**config.mk**
```make
export PLATFORM = sky130hd
export DESIGN_NAME = decode_exception_stage_flat
export DESIGN_NICKNAME = d
export VERILOG_FILES = /design/src/rtl/decode_exception_stage_pkg.sv /design/src/rtl/decode_exception_stage_if.sv /design/src/rtl/decode_exception_stage_entry.sv /design/src/rtl/decode_exception_stage.sv /design/src/flat_wrapper.sv
export SDC_FILE = /design/constraint.sdc
export NUM_CORES = 1
export LEC_CHECK = 0
export BUFFER_PORTS_ARGS = -buffer_cell sky130_fd_sc_hd__buf_2
export CAP_MARGIN = 20
export CORE_MARGIN = 2
export CORE_UTILIZATION = 28
export CTS_BUF_LIST = sky130_fd_sc_hd__clkbuf_8
export CTS_CLUSTER_DIAMETER = 100
export DETAILED_ROUTE_END_ITERATION = 6
export PLACE_DENSITY = 0.62
export SLEW_MARGIN = 10
export SYNTH_ARGS = -nofsm -noshare
export SYNTH_HDL_FRONTEND = slang
export SYNTH_HIERARCHICAL = 1
export SYNTH_SLANG_ARGS = --single-unit
```
**constraint.sdc**
```tcl
create_clock -name clk -period 4.35 [get_ports clk]
set_input_delay 0.87 -clock clk [delete_from_list [all_inputs] [get_ports clk]]
set_output_delay 0.87 -clock clk [all_outputs]
set_load 0.02 [all_outputs]
```
**src/rtl/decode_exception_stage_pkg.sv**
```systemverilog
// rtl/decode_exception_stage_pkg.sv - shared types and cause codes for the decode exception stage
package decode_exception_stage_pkg;

   localparam logic [4:0] INST_ACCESS_FAULT = 5'd1;
   localparam logic [4:0] ILLEGAL_INST      = 5'd2;
   localparam logic [4:0] INST_PAGE_FAULT   = 5'd12;

   typedef enum logic [1:0] {
      IDLE       = 2'd0,
      DRAIN      = 2'd1,
      REQUEST    = 2'd2,
      WAIT_FLUSH = 2'd3
   } decode_exception_state_t;

   typedef struct packed {
      logic [31:0] pc;
      logic [31:0] instruction;
      logic        fault;
      logic [4:0]  fault_code;
   } fetch_entry_t;

endpackage

```
**src/rtl/decode_exception_stage_if.sv**
```systemverilog
// rtl/decode_exception_stage_if.sv - fetch/checker/issue/exception signal bundle for the decode exception stage
interface decode_exception_stage_if #(
   parameter int COUNT_WIDTH = 32
);
   logic                   fetch_valid;
   logic                   fetch_ready;
   logic [31:0]            fetch_pc;
   logic [31:0]            fetch_instruction;
   logic                   fetch_fault;
   logic [4:0]             fetch_fault_code;
   logic [31:0]            checker_instruction;
   logic                   checker_illegal;
   logic                   issue_valid;
   logic                   issue_ready;
   logic [31:0]            issue_pc;
   logic [31:0]            issue_instruction;
   logic                   older_outstanding;
   logic                   exception_valid;
   logic                   exception_ack;
   logic [4:0]             exception_code;
   logic [31:0]            exception_pc;
   logic [31:0]            exception_tval;
   logic                   flush;
   logic [COUNT_WIDTH-1:0] illegal_count;

   // Environment side: fetch unit, illegal checker, issue, exception controller
   modport master (
      output fetch_valid, fetch_pc, fetch_instruction, fetch_fault, fetch_fault_code,
      output checker_illegal, issue_ready, older_outstanding, exception_ack, flush,
      input  fetch_ready, checker_instruction, issue_valid, issue_pc, issue_instruction,
      input  exception_valid, exception_code, exception_pc, exception_tval, illegal_count
   );

   // Stage side
   modport slave (
      input  fetch_valid, fetch_pc, fetch_instruction, fetch_fault, fetch_fault_code,
      input  checker_illegal, issue_ready, older_outstanding, exception_ack, flush,
      output fetch_ready, checker_instruction, issue_valid, issue_pc, issue_instruction,
      output exception_valid, exception_code, exception_pc, exception_tval, illegal_count
   );
endinterface

```
**src/rtl/decode_exception_stage_entry.sv**
```systemverilog
// rtl/decode_exception_stage_entry.sv - single decode entry register with load and clear
module decode_exception_stage_entry
   import decode_exception_stage_pkg::*;
(
   input  logic         clk,
   input  logic         rst,
   input  logic         load_i,
   input  logic         clear_i,
   input  fetch_entry_t entry_i,
   output fetch_entry_t entry_o,
   output logic         valid_o
);

   fetch_entry_t entry_q;
   logic         valid_q;

   // Load wins over clear so an issued entry can be replaced in the same cycle
   always_ff @(posedge clk) begin
      if (rst) begin
         entry_q <= '0;
         valid_q <= 1'b0;
      end else if (load_i) begin
         entry_q <= entry_i;
         valid_q <= 1'b1;
      end else if (clear_i) begin
         valid_q <= 1'b0;
      end
   end

   assign entry_o = entry_q;
   assign valid_o = valid_q;

endmodule

```
**src/rtl/decode_exception_stage.sv**
```systemverilog
// rtl/decode_exception_stage.sv - decode pipeline register turning faults/illegal instructions into precise exceptions
module decode_exception_stage
   import decode_exception_stage_pkg::*;
#(
   parameter logic [4:0] ILLEGAL_INST_CODE = ILLEGAL_INST,
   parameter int         COUNT_WIDTH       = 32
)(
   input  logic                     clk,
   input  logic                     rst,
   decode_exception_stage_if.slave  bus
);

   decode_exception_state_t state_q;
   fetch_entry_t            fetch_entry;
   fetch_entry_t            entry;
   logic                    entry_valid;
   logic                    load;
   logic                    clear;
   logic                    in_idle;
   logic                    exc;
   logic                    illegal_only;
   logic [4:0]              exc_code;
   logic [31:0]             exc_tval;
   logic                    issue_valid;
   logic                    fetch_ready;
   logic                    exception_valid_q;
   logic [4:0]              exception_code_q;
   logic [31:0]             exception_pc_q;
   logic [31:0]             exception_tval_q;
   logic [COUNT_WIDTH-1:0]  illegal_count_q;

   assign fetch_entry = '{pc:          bus.fetch_pc,
                          instruction: bus.fetch_instruction,
                          fault:       bus.fetch_fault,
                          fault_code:  bus.fetch_fault_code};

   decode_exception_stage_entry u_entry (
      .clk     (clk),
      .rst     (rst),
      .load_i  (load),
      .clear_i (clear),
      .entry_i (fetch_entry),
      .entry_o (entry),
      .valid_o (entry_valid)
   );

   // Classify the held entry; a fetch fault outranks the checker's verdict
   always_comb begin
      exc          = entry_valid & (entry.fault | bus.checker_illegal);
      illegal_only = entry_valid & ~entry.fault & bus.checker_illegal;
      exc_code     = ILLEGAL_INST_CODE;
      exc_tval     = entry.instruction;
      if (entry.fault) begin
         exc_code = entry.fault_code;
         exc_tval = entry.pc;
      end
   end

   assign in_idle     = (state_q == IDLE);
   assign issue_valid = in_idle & entry_valid & ~exc;
   assign fetch_ready = in_idle & (~entry_valid | (issue_valid & bus.issue_ready));
   assign load        = bus.fetch_valid & fetch_ready & ~bus.flush;
   assign clear       = bus.flush | (issue_valid & bus.issue_ready);

   // Exception sequencing: capture cause, wait for older work, request, then wait for the flush
   always_ff @(posedge clk) begin
      if (rst) begin
         state_q           <= IDLE;
         exception_valid_q <= 1'b0;
         exception_code_q  <= '0;
         exception_pc_q    <= '0;
         exception_tval_q  <= '0;
         illegal_count_q   <= '0;
      end else if (bus.flush) begin
         state_q           <= IDLE;
         exception_valid_q <= 1'b0;
      end else begin
         case (state_q)
            IDLE: begin
               if (exc) begin
                  state_q          <= DRAIN;
                  exception_code_q <= exc_code;
                  exception_pc_q   <= entry.pc;
                  exception_tval_q <= exc_tval;
                  if (illegal_only && (illegal_count_q != '1)) begin
                     illegal_count_q <= illegal_count_q + COUNT_WIDTH'(1);
                  end
               end
            end
            DRAIN: begin
               if (!bus.older_outstanding) begin
                  state_q           <= REQUEST;
                  exception_valid_q <= 1'b1;
               end
            end
            REQUEST: begin
               if (bus.exception_ack) begin
                  state_q           <= WAIT_FLUSH;
                  exception_valid_q <= 1'b0;
               end
            end
            WAIT_FLUSH: begin
               state_q <= WAIT_FLUSH;
            end
            default: begin
               state_q           <= IDLE;
               exception_valid_q <= 1'b0;
            end
         endcase
      end
   end

   assign bus.fetch_ready         = fetch_ready;
   assign bus.checker_instruction = entry.instruction;
   assign bus.issue_valid         = issue_valid;
   assign bus.issue_pc            = entry.pc;
   assign bus.issue_instruction   = entry.instruction;
   assign bus.exception_valid     = exception_valid_q;
   assign bus.exception_code      = exception_code_q;
   assign bus.exception_pc        = exception_pc_q;
   assign bus.exception_tval      = exception_tval_q;
   assign bus.illegal_count       = illegal_count_q;

endmodule

```
**src/flat_wrapper.sv**
```systemverilog
// flat-port wrapper written by rule: the top's interface ports become plain ports
module decode_exception_stage_flat import decode_exception_stage_pkg::*;
#(
   parameter logic [4:0] ILLEGAL_INST_CODE = ILLEGAL_INST,
   parameter int         COUNT_WIDTH       = 32
)
  (clk, rst, bus_fetch_valid, bus_fetch_pc, bus_fetch_instruction, bus_fetch_fault, bus_fetch_fault_code, bus_checker_illegal, bus_issue_ready, bus_older_outstanding, bus_exception_ack, bus_flush, bus_fetch_ready, bus_checker_instruction, bus_issue_valid, bus_issue_pc, bus_issue_instruction, bus_exception_valid, bus_exception_code, bus_exception_pc, bus_exception_tval, bus_illegal_count);
  decode_exception_stage_if #(.COUNT_WIDTH(COUNT_WIDTH)) bus_i ();
  input  logic clk;
  input  logic rst;
  input wire logic [$bits(bus_i.fetch_valid)-1:0] bus_fetch_valid;
  input wire logic [$bits(bus_i.fetch_pc)-1:0] bus_fetch_pc;
  input wire logic [$bits(bus_i.fetch_instruction)-1:0] bus_fetch_instruction;
  input wire logic [$bits(bus_i.fetch_fault)-1:0] bus_fetch_fault;
  input wire logic [$bits(bus_i.fetch_fault_code)-1:0] bus_fetch_fault_code;
  input wire logic [$bits(bus_i.checker_illegal)-1:0] bus_checker_illegal;
  input wire logic [$bits(bus_i.issue_ready)-1:0] bus_issue_ready;
  input wire logic [$bits(bus_i.older_outstanding)-1:0] bus_older_outstanding;
  input wire logic [$bits(bus_i.exception_ack)-1:0] bus_exception_ack;
  input wire logic [$bits(bus_i.flush)-1:0] bus_flush;
  output wire logic [$bits(bus_i.fetch_ready)-1:0] bus_fetch_ready;
  output wire logic [$bits(bus_i.checker_instruction)-1:0] bus_checker_instruction;
  output wire logic [$bits(bus_i.issue_valid)-1:0] bus_issue_valid;
  output wire logic [$bits(bus_i.issue_pc)-1:0] bus_issue_pc;
  output wire logic [$bits(bus_i.issue_instruction)-1:0] bus_issue_instruction;
  output wire logic [$bits(bus_i.exception_valid)-1:0] bus_exception_valid;
  output wire logic [$bits(bus_i.exception_code)-1:0] bus_exception_code;
  output wire logic [$bits(bus_i.exception_pc)-1:0] bus_exception_pc;
  output wire logic [$bits(bus_i.exception_tval)-1:0] bus_exception_tval;
  output wire logic [$bits(bus_i.illegal_count)-1:0] bus_illegal_count;
  assign bus_i.fetch_valid = bus_fetch_valid;
  assign bus_i.fetch_pc = bus_fetch_pc;
  assign bus_i.fetch_instruction = bus_fetch_instruction;
  assign bus_i.fetch_fault = bus_fetch_fault;
  assign bus_i.fetch_fault_code = bus_fetch_fault_code;
  assign bus_i.checker_illegal = bus_checker_illegal;
  assign bus_i.issue_ready = bus_issue_ready;
  assign bus_i.older_outstanding = bus_older_outstanding;
  assign bus_i.exception_ack = bus_exception_ack;
  assign bus_i.flush = bus_flush;
  assign bus_fetch_ready = bus_i.fetch_ready;
  assign bus_checker_instruction = bus_i.checker_instruction;
  assign bus_issue_valid = bus_i.issue_valid;
  assign bus_issue_pc = bus_i.issue_pc;
  assign bus_issue_instruction = bus_i.issue_instruction;
  assign bus_exception_valid = bus_i.exception_valid;
  assign bus_exception_code = bus_i.exception_code;
  assign bus_exception_pc = bus_i.exception_pc;
  assign bus_exception_tval = bus_i.exception_tval;
  assign bus_illegal_count = bus_i.illegal_count;
  decode_exception_stage #(.ILLEGAL_INST_CODE(ILLEGAL_INST_CODE), .COUNT_WIDTH(COUNT_WIDTH)) u_core (.clk(clk), .rst(rst), .bus(bus_i));
endmodule
```
==> flow_summary.toml <==
[drt]
wire_per_inst_um = 15.4
final_antenna_net_count = 0
routed_via_density = 4.61
drc = 0
drt-pass1-iter-count = 4
routed_wl_um = 21000
vias = 6311
first_iter_violations = 350

[synthesis]
synthCells = 796
postSynthAreaPerCell_um2 = 9.23
synth_top_family_by_area = "simple AND/OR/NAND/NOR gates"
ys_seq_elements = 175
syn_nets = 875
synth-simple-area-share_pct = 18.2
ys_types = 43
syn-cell-area_um2 = 7350
synthMuxAreaShare_pct = 15.9
synth_xor_area_share_pct = 0.834
synth-compound-area-share_pct = 9.69
yosysSeqAreaShare_pct = 47.7
ys_warn_count = 6
synthAdderAreaFrac_pct = 0.170

[clock_tree]
cts_setup_buffers = 0
clk_path_buf_depth = 2
hold_buffers = 0
cts.clk_slew.worst_paths_ns = 0.10
tritoncts = "yes"
cts_resized = 0
cts_buffers = 17
htreeDepth = 4
clock-sinks = 175
insertion_delay_ns = 0.47
cts_root_buf = "clkbuf_8"

[sta]
hold_viol_final = 0
setup_violations = 0
rsz0062_at_grt = "false"
worstMarginPinSlew_ns = 1.02
finalCriticalPeriod_ns = 2.57
tns_ns = 0
slew_viol_final = 0
fin_crit_sh_pct = 59.1
fmax_mhz = 389
skew_ns = 0.0274
slew_headroom_pct = 31.9

[setup_path]
critical_path_class = "in -> out"
crit_fanout = 5
reg2reg_to = "u_core/bus.illegal_count[0]"
crit_end = "bus_fetch_ready"
endpoint_kind = "output pin"
worstSetupStartpointType = "input pin"
r2r_start = "u_core/bus.illegal_count[14]"
regToRegSetupSlack_ns = 1.79
cp_data_required_time_ns = 3.48
cp-startpoint = "bus_checker_illegal"
worst-r2r-cell-count = 6
worstPathArrival_ns = 1.70

[pwr]
ir_drop_mv = 0.191
power.total_mw = 3.19
leakagePower_nw = 3.90
powerDensity_nw_per_um2 = 348

[place]
numPortBuffers = 277
hpwl_um = 14500
gp_congestion = 0.779

[floorplanning]
die-width_um = 166
die-area_um2 = 27600
die_h_um = 166
placementRows = 59
initial_core_util_pct = 28.4
ios = 278
core_um2 = 25900

[global_route]
grtUsageTotal_pct = 15.1
grt_max_degree = 137
grt_pass1_vias = 6041
gr-total-overflow = 0
antenna_found_initial = 1
grt_pass1_wl_um = 33700

[finish]
final_nets = 1098
layout_common_cells = "buf_2, dfxtp_1, nor2_1, mux2i_1, nand2_1"
layout_commonest_cell = "buf_2"
fillers = 2686
drive_above_1_share_pct = 32.9
area_delta_synth_final_pct = 24.9

[run]
cap_viol_max_count = 0

[worst_hold_path]
hold_path.class = "reg -> reg"

[status]
status = "completed"
## through the flow
| stage | setup WS [ns] | util [%] | instances | instance area [um^2] | hold WS, ns |
|---|---|---|---|---|---|
| floorplan | 1.81 | - | 796 | 7350 | 0.461 |
| global placement | 1.46 | 33.8 | 1335 | 8770 | 0.439 |
| detailed placement | 1.45 | 33.8 | 1335 | 8770 | 0.445 |
| CTS | 1.77 | 35.4 | 1367 | 9170 | 0.460 |
| global route | 1.62 | 35.4 | 1367 | 9170 | 0.479 |
| finish | 1.78 | 35.4 | 1369 | 9180 | 0.455 |
## state kept, by name (all words and copies together), names as in the netlist
register	count
u_core/bus.exception_code	5
u_core/u_entry/entry_o	70
u_core/bus.exception_pc	32
u_core/bus.illegal_count	32
u_core/state_q	2
u_core/bus.exception_valid	1
u_core/u_entry/valid_o	1
u_core/bus.exception_tval	32
## cells by family (layout without fill, tap and decap cells)
kind of cell,after synthesis,count (layout)
AO/OA/AOI/OAI,110,110
buffers and inverters,92,328
flip-flops,175,175
AND/OR/NAND/NOR,296,296
adder cells (fa/ha/maj),1,1
other,0,2
multiplexers,115,115
XOR/XNOR,7,7
## synthesized netlist by cell type
library cell | count | area, um^2
dfxtp_1 | 175 | 3500
nor2_1 | 141 | 529
mux2i_1 | 103 | 1030
nand2_1 | 79 | 297
a21oi_1 | 45 | 225
clkbuf_1 | 40 | 150
a211oi_1 | 39 | 293
buf_4 | 32 | 240
nor2b_1 | 13 | 81.3
mux2_2 | 12 | 135
nand3_1 | 12 | 60.1
nor3_1 | 11 | 55.1
nand4_1 | 8 | 50.1
o31ai_1 | 8 | 60.1
buf_8 | 7 | 105
inv_1 | 7 | 26.3
or4_1 | 7 | 52.6
xnor2_1 | 7 | 61.3
and4_1 | 6 | 52.6
a22oi_1 | 4 | 30.0
and2_1 | 4 | 25.0
a2111oi_0 | 3 | 26.3
a311oi_1 | 3 | 26.3
a31oi_1 | 3 | 18.8
nand2b_1 | 3 | 18.8
buf_1 | 2 | 7.51
buf_2 | 2 | 10.0
nor3b_1 | 2 | 15.0
nor4_1 | 2 | 12.5
o21bai_1 | 2 | 15.0
or3_1 | 2 | 12.5
a21boi_0 | 1 | 7.51
and3_1 | 1 | 6.26
and3b_1 | 1 | 8.76
buf_6 | 1 | 11.3
clkbuf_2 | 1 | 5.00
ha_1 | 1 | 12.5
nand3_4 | 1 | 17.5
nor4_2 | 1 | 12.5
nor4b_4 | 1 | 23.8
o21ai_0 | 1 | 5.00
o21ai_1 | 1 | 5.00
or2_2 | 1 | 6.26
## where the power goes
group | switching (mW) | internal [mW]
Combinational | 0.210 | 0.134
Clock | 0.711 | 0.440
Sequential | 0.0471 | 1.65
## worst max-delay path, cell delays in order
cell and delay (ns):
buf_2 0.14, nor2_1 0.15, nand2_1 0.09, a21boi_0 0.23, buf_2 0.21
## layer usage
layer / global-route usage, % / wire (um)
met5: 0 / 0
met1: 19.7 / 9580
met4: 3.97 / 273
met2: 24.4 / 9770
met3: 4.60 / 1410
## worst min-delay path by stage
stage	startpoint	endpoint	slack, ns	depth (start not counted)
global placement	u_core/bus.exception_pc[6]	u_core/bus.exception_pc[6]	0.44	2
detailed placement	u_core/bus.exception_pc[16]	u_core/bus.exception_pc[16]	0.44	2
finish	u_core/bus.exception_pc[16]	u_core/bus.exception_pc[16]	0.46	2
floorplan	u_core/u_entry/entry_o[0]	u_core/u_entry/entry_o[0]	0.46	2
global route	u_core/bus.exception_pc[26]	u_core/bus.exception_pc[26]	0.48	2
CTS	u_core/bus.exception_pc[16]	u_core/bus.exception_pc[16]	0.46	2
## cell type report
cell class / count / area (um^2) / share of cell area [%]
Sequential cell: 175 / 3500 / 38.2
Clock buffer: 17 / 234 / 2.55
Inverter: 7 / 26.3 / 0.286
Tap cell: 335 / 419 / 4.57
Timing Repair Buffer: 289 / 1510 / 16.4
Antenna cell: 2 / 5.00 / 0.0545
Clock inverter: 15 / 171 / 1.87
Multi-Input combinational cell: 529 / 3310 / 36.1
(Power assumes the default switching activity.)
